**src/rtl/data_unpack_pkg.sv**
```systemverilog
// Shared constants, FSM state encoding and CRC-16 helper for the data_unpack packet receiver.
// Packet: header 8'h3C, 128 payload bytes MSB byte first, CRC[15:8], CRC[7:0].
package data_unpack_pkg;

   localparam logic [7:0]  PKT_HEADER    = 8'h3C;
   localparam int          PAYLOAD_BYTES = 128;
   localparam int          PKT_BYTES     = 131;
   localparam logic [15:0] CRC16_POLY    = 16'h8005;
   localparam logic [15:0] CRC16_INIT    = 16'h0000;
   localparam int          CNT_W         = $clog2(PAYLOAD_BYTES);

   typedef enum logic [2:0] {
      IDLE   = 3'd0,
      DATA   = 3'd1,
      CRC_HI = 3'd2,
      CRC_LO = 3'd3,
      DONE   = 3'd4
   } state_e;

   // One byte of CRC-16, MSB-first, no reflection.
   function automatic logic [15:0] crc16_byte(input logic [7:0] d, input logic [15:0] c);
      logic [15:0] r;
      logic        fb;
      r = c;
      for (int i = 7; i >= 0; i--) begin
         fb = r[15] ^ d[i];
         r  = {r[14:0], 1'b0};
         if (fb) begin
            r = r ^ CRC16_POLY;
         end else begin
            r = r;
         end
      end
      return r;
   endfunction

endpackage

```
**src/rtl/data_unpack_crc16_d8.sv**
```systemverilog
// Combinational CRC-16 (poly 16'h8005) update for one 8-bit data word.
// Only instantiated when DATA_UNPACK_CRC_CHECK_EN is defined.
module crc16_d8
   import data_unpack_pkg::*;
(
   input  logic [7:0]  data_in,
   input  logic [15:0] crc_in,
   output logic [15:0] crc_out
);

   // Next CRC after absorbing data_in.
   always_comb begin
      crc_out = crc16_byte(data_in, crc_in);
   end

endmodule

```
**src/rtl/data_unpack.sv**
```systemverilog
// Packet unpacker: hunts for the header, recovers a 1024-bit payload and its CRC.
// Define DATA_UNPACK_CRC_CHECK_EN to compute/check the CRC; otherwise crc_err is tied to 0.
module data_unpack
   import data_unpack_pkg::*;
(
   input  logic          clk,
   input  logic          reset,
   input  logic          in_valid,
   input  logic [7:0]    in_byte,
   output logic          in_ready,
   output logic [1023:0] data_out,
   output logic          out_valid,
   input  logic          out_ready,
   output logic          crc_err,
   output logic [7:0]    drop_count
);

   state_e               state_q, state_d;
   logic [CNT_W-1:0]     cnt_q, cnt_d;
   logic [1023:0]        data_q, data_d;
   logic [7:0]           drop_q, drop_d;
   logic                 out_valid_q, out_valid_d;
   logic                 in_ready_q, in_ready_d;
   logic                 accept_s;

`ifdef DATA_UNPACK_CRC_CHECK_EN
   logic [15:0]          crc_q, crc_d;
   logic [15:0]          crc_next_s;
   logic [15:0]          rx_crc_q, rx_crc_d;
   logic                 crc_err_q, crc_err_d;

   crc16_d8 u_crc16_d8 (
      .data_in (in_byte),
      .crc_in  (crc_q),
      .crc_out (crc_next_s)
   );
`endif

   assign accept_s = in_valid && in_ready_q;

   // Next-state, datapath and output-register computation.
   always_comb begin
      state_d     = state_q;
      cnt_d       = cnt_q;
      data_d      = data_q;
      drop_d      = drop_q;
      out_valid_d = out_valid_q;
`ifdef DATA_UNPACK_CRC_CHECK_EN
      crc_d       = crc_q;
      rx_crc_d    = rx_crc_q;
      crc_err_d   = crc_err_q;
`endif
      case (state_q)
         IDLE: begin
            if (accept_s && (in_byte == PKT_HEADER)) begin
               state_d = DATA;
               cnt_d   = '0;
`ifdef DATA_UNPACK_CRC_CHECK_EN
               crc_d   = CRC16_INIT;
`endif
            end else if (accept_s) begin
               drop_d = (drop_q == 8'hFF) ? 8'hFF : (drop_q + 8'd1);
            end else begin
               state_d = IDLE;
            end
         end
         DATA: begin
            if (accept_s) begin
               data_d = {data_q[1015:0], in_byte};
               cnt_d  = cnt_q + CNT_W'(1);
`ifdef DATA_UNPACK_CRC_CHECK_EN
               crc_d  = crc_next_s;
`endif
               if (cnt_q == CNT_W'(PAYLOAD_BYTES - 1)) begin
                  state_d = CRC_HI;
               end else begin
                  state_d = DATA;
               end
            end else begin
               state_d = DATA;
            end
         end
         CRC_HI: begin
            if (accept_s) begin
`ifdef DATA_UNPACK_CRC_CHECK_EN
               rx_crc_d[15:8] = in_byte;
`endif
               state_d = CRC_LO;
            end else begin
               state_d = CRC_HI;
            end
         end
         CRC_LO: begin
            if (accept_s) begin
`ifdef DATA_UNPACK_CRC_CHECK_EN
               rx_crc_d[7:0] = in_byte;
               crc_err_d     = ({rx_crc_q[15:8], in_byte} != crc_q);
`endif
               out_valid_d = 1'b1;
               state_d     = DONE;
            end else begin
               state_d = CRC_LO;
            end
         end
         DONE: begin
            if (out_ready) begin
               out_valid_d = 1'b0;
`ifdef DATA_UNPACK_CRC_CHECK_EN
               crc_err_d   = 1'b0;
`endif
               state_d     = IDLE;
            end else begin
               state_d = DONE;
            end
         end
         default: begin
            out_valid_d = 1'b0;
            state_d     = IDLE;
         end
      endcase
      // in_ready is registered, so it tracks the state being entered.
      in_ready_d = (state_d != DONE);
   end

   // State and output registers.
   always_ff @(posedge clk or posedge reset) begin
      if (reset) begin
         state_q     <= IDLE;
         cnt_q       <= '0;
         data_q      <= '0;
         drop_q      <= 8'd0;
         out_valid_q <= 1'b0;
         in_ready_q  <= 1'b1;
      end else begin
         state_q     <= state_d;
         cnt_q       <= cnt_d;
         data_q      <= data_d;
         drop_q      <= drop_d;
         out_valid_q <= out_valid_d;
         in_ready_q  <= in_ready_d;
      end
   end

`ifdef DATA_UNPACK_CRC_CHECK_EN
   // CRC accumulator, received CRC and error flag.
   always_ff @(posedge clk or posedge reset) begin
      if (reset) begin
         crc_q     <= CRC16_INIT;
         rx_crc_q  <= 16'h0000;
         crc_err_q <= 1'b0;
      end else begin
         crc_q     <= crc_d;
         rx_crc_q  <= rx_crc_d;
         crc_err_q <= crc_err_d;
      end
   end

   assign crc_err = crc_err_q;
`else
   assign crc_err = 1'b0;
`endif

   assign in_ready   = in_ready_q;
   assign out_valid  = out_valid_q;
   assign data_out   = data_q;
   assign drop_count = drop_q;

endmodule

```
**config.mk**
```make
export PLATFORM = sky130hd
export DESIGN_NAME = data_unpack
export DESIGN_NICKNAME = d
export VERILOG_FILES = /design/src/rtl/data_unpack_pkg.sv /design/src/rtl/data_unpack_crc16_d8.sv /design/src/rtl/data_unpack.sv
export SDC_FILE = /design/constraint.sdc
export NUM_CORES = 2
export LEC_CHECK = 0
export ABC_AREA = 1
export CAP_MARGIN = 25
export CORE_AREA = 2 2 403 405
export CTS_CLUSTER_SIZE = 30
export DETAILED_ROUTE_END_ITERATION = 12
export DIE_AREA = 0 0 405 407
export GPL_TIMING_DRIVEN = 0
export PLACE_DENSITY = 0.5
export SLEW_MARGIN = 20
export SYNTH_ARGS = -nofsm -noshare
export SYNTH_HDL_FRONTEND = slang
export SYNTH_HIERARCHICAL = 1
export SYNTH_SLANG_ARGS = --single-unit
```
**constraint.sdc**
```tcl
create_clock -name clk -period 35.4 [get_ports clk]
set_clock_uncertainty 0.1 [all_clocks]
set_input_delay 3.54 -clock clk [delete_from_list [all_inputs] [get_ports clk]]
set_output_delay 3.54 -clock clk [all_outputs]
set_load 0.03 [all_outputs]
```
==> flow_metrics.tcl <==
set metrics [dict create \
    cp-start-kind "primary input" \
    required_ps 36150 \
    min_from "data_out[1023]" \
    fin_total_pwr_mw 6.54 \
    power.clock.fraction_pct 18.8 \
    vias_per_cell 4.37 \
    placed_cell_area_mm2 0.0524 \
    worst_pin_slew_ps 940 \
    cts_sinks 1044 \
    multi_input_area_mm2 0.00964 \
    pin_count 1047 \
    grt_max_degree 103 \
    first_global_vias 33000 \
    areaGrowthSynthToFinish_pct 44.7 \
    drt-initial-drc-count 2336 \
    max_freq_mhz 163 \
    cts_resized 0 \
    synth_edf_count 0 \
    root_buffer "clkbuf_16" \
    drc_errors 0 \
    dpl.hpwl_mm 132 \
    endpoint_kind "asynchronous set/reset pin" \
    holdBufCountCts 0 \
    clock_path_buffers 3 \
    cap_violations 0 \
    wire_per_inst_um 23.0 \
    layout.cells.non_filler 7422 \
    run_status "completed" \
    final_nets 5174 \
    die_y_um 407 \
    hold_viol 0 \
    min_period_ps 6140 \
    p_leak_nw 24.3 \
    grt.overflow.total 0 \
    syn_inst 3985 \
    clk_pin_slew_ps 60 \
    track_usage_pct 20.3 \
    numCtsBuffers 117 \
    yosys_register_bits 1044 \
    crit_fanout 99 \
    n_fill_cell 16400 \
    whs_path_depth 2 \
    worst_r2r_path_depth 8 \
    worstReg2RegStart "in_ready" \
    grt_pass1_wl_mm 243 \
    io_buffers 1045 \
    worstSetupPathType "in2async" \
    startpoint "reset" \
    syn_avg_cell_area_um2 9.77 \
    async_reset_ff_share_pct 100 \
    htree_levels 3 \
    drive_above_1_share_pct 7.68 \
    die_x_um 405 \
    yosys.area.top_type "dfrtp_1" \
    design.core.area_mm2 0.160 \
    switching_share_pct 46.3 \
    ff_latch_area_mm2 0.0261 \
    wl_mm 170 \
    peakVddDrop_mv 0.0519 \
    reg2reg_to "data_out[427]" \
    synth.yosys.seq_area_share_pct 67.1 \
    synth.top_cell.area_share_pct 67.1 \
    post_cts_buffers 0 \
    ys_top_cells_by_area "dfrtp_1, nand2_1, o21ai_1, o21ai_0, inv_1" \
    synthTopCellsByCount "nand2_1, dfrtp_1, o21ai_1" \
    cts_tree "built" \
    yosys_warnings 6 \
    initial_utilization_pct 24.3 \
    min_path_type "reg2reg" \
    synth_flop_cell "dfrtp_1" \
    p_seq_share_pct 33.1 \
    drtAntennaViolNets 0 \
    row_count 147 \
    dieArea_mm2 0.165 \
    min_to "data_out[1023]" \
    synth_area_mm2 0.0389 \
    rrSetupSlack_ps 32060 \
    syn_nets 3999 \
    finish.instance_area_mm2 0.0563 \
    slew_headroom_pct 37.3 \
    arrival_ps 6880 \
    internal_power_mw 3.51 \
    synth.most_common_cell "nand2_1" \
    rsz0062_at_grt "no" \
    finalSetupTns_ps 0 \
    place.gp.congestion 0.916 \
    dp.cells 7201 \
    firstDrtPassIters 5 \
    finalSetupViolCount 0 \
    synthDistinctLibCells 30 \
    grt_antenna_before_repair 7 \
    hold_ws_ps 378 \
    clk_latency_ps 760 \
    slew_viol_final 0 \
    vias 32500 \
    comb_power_share_pct 48.1 \
    p_per_area_mw_per_mm2 116 \
    power_switching_mw 3.03 \
    period_share_pct 17.3 \
]
metal layers:
metal  part of all wire, %  track usage (%)  vias to the layer above
li1                      -                -                    14900
met1                    40             25.1                    16200
met2                    47             32.7                     1045
met3                   7.9             6.01                      244
met4                   4.6             9.16                        0
met5                     0                0                        -
power groups by stage:
stage	clock network, mW	registers, mW	logic, mW
6_report	1.23	2.17	3.14
5_1_grt	1.31	2.23	3.33
4_1_cts	1.26	2.17	3.18
3_5_place_dp	0	2.18	3.17
3_3_place_gp	0	2.18	3.16
2_1_floorplan	0	3.04	0.609
metrics by stage:
step	worst slack, ps	util, %
2_1_floorplan	2380	-
3_3_place_gp	-11540	32.5
3_5_place_dp	28330	32.7
4_1_cts	29150	35.2
5_1_grt	28820	35.2
6_report	29260	35.2
sequential cells by signal (all words and copies together), names as in the netlist:
register,count
state_q,3
out_valid,1
cnt_q,7
in_ready,1
drop_count,8
data_out,1024
kinds of logic (layout without fill, tap and decap cells):
kind of cell	after synthesis	count (layout)	share of synthesized area [%]
other cells	1	5	0.00964
fa+ha+maj	2	2	0.0643
flops	1044	1044	67.1
buf+inv	757	2030	8.09
xor+xnor	2	2	0.0450
simple gates	1152	1152	11.3
compound gates	1027	1027	13.3
layout make-up:
cell class / count / share of cell area, %
Multi-Input combinational cell: 2184 / 17.1
Buffer: 229 / 2.07
Sequential cell: 1044 / 46.4
Clock inverter: 36 / 0.729
Antenna cell: 4 / 0.0178
Timing Repair Buffer: 1056 / 19.1
Clock buffer: 181 / 6.25
Tap cell: 2160 / 4.80
Inverter: 528 / 3.53
worst max-delay path: stages:
cell	delay (ps)
clkdlybuf4s50_1	490
inv_8	410
buf_16	460
buf_16	420
buf_16	380
buf_16	390
buf_16	380
cell usage in the layout, fill, tap and decap left out, drive strengths merged, types with 2 or more instances in the layout:
cell,n
inv,528
nand3,21
o21bai,3
diode,4
clkinvlp,7
ha,2
clkbuf,222
nor3,2
a21oi,3
buf,199
o21ai,1021
nor2,22
clkdlybuf4s50,1045
nand4,3
clkinv,26
nand3b,2
nand2,1101
bufinv,3
dfrtp,1043
how the worst max path moves through the flow:
stage | cells after the start | to | slack, ps
after global placement | 2 | data_out[340] | -11540
after detailed placement | 7 | data_out[341] | 28330
final | 7 | data_out[338] | 29260
after CTS | 7 | data_out[237] | 29150
after global routing | 7 | data_out[341] | 28820
after floorplan | 1 | cnt_q[0] | 2380
Note: power is estimated with default switching activity, not from simulation.
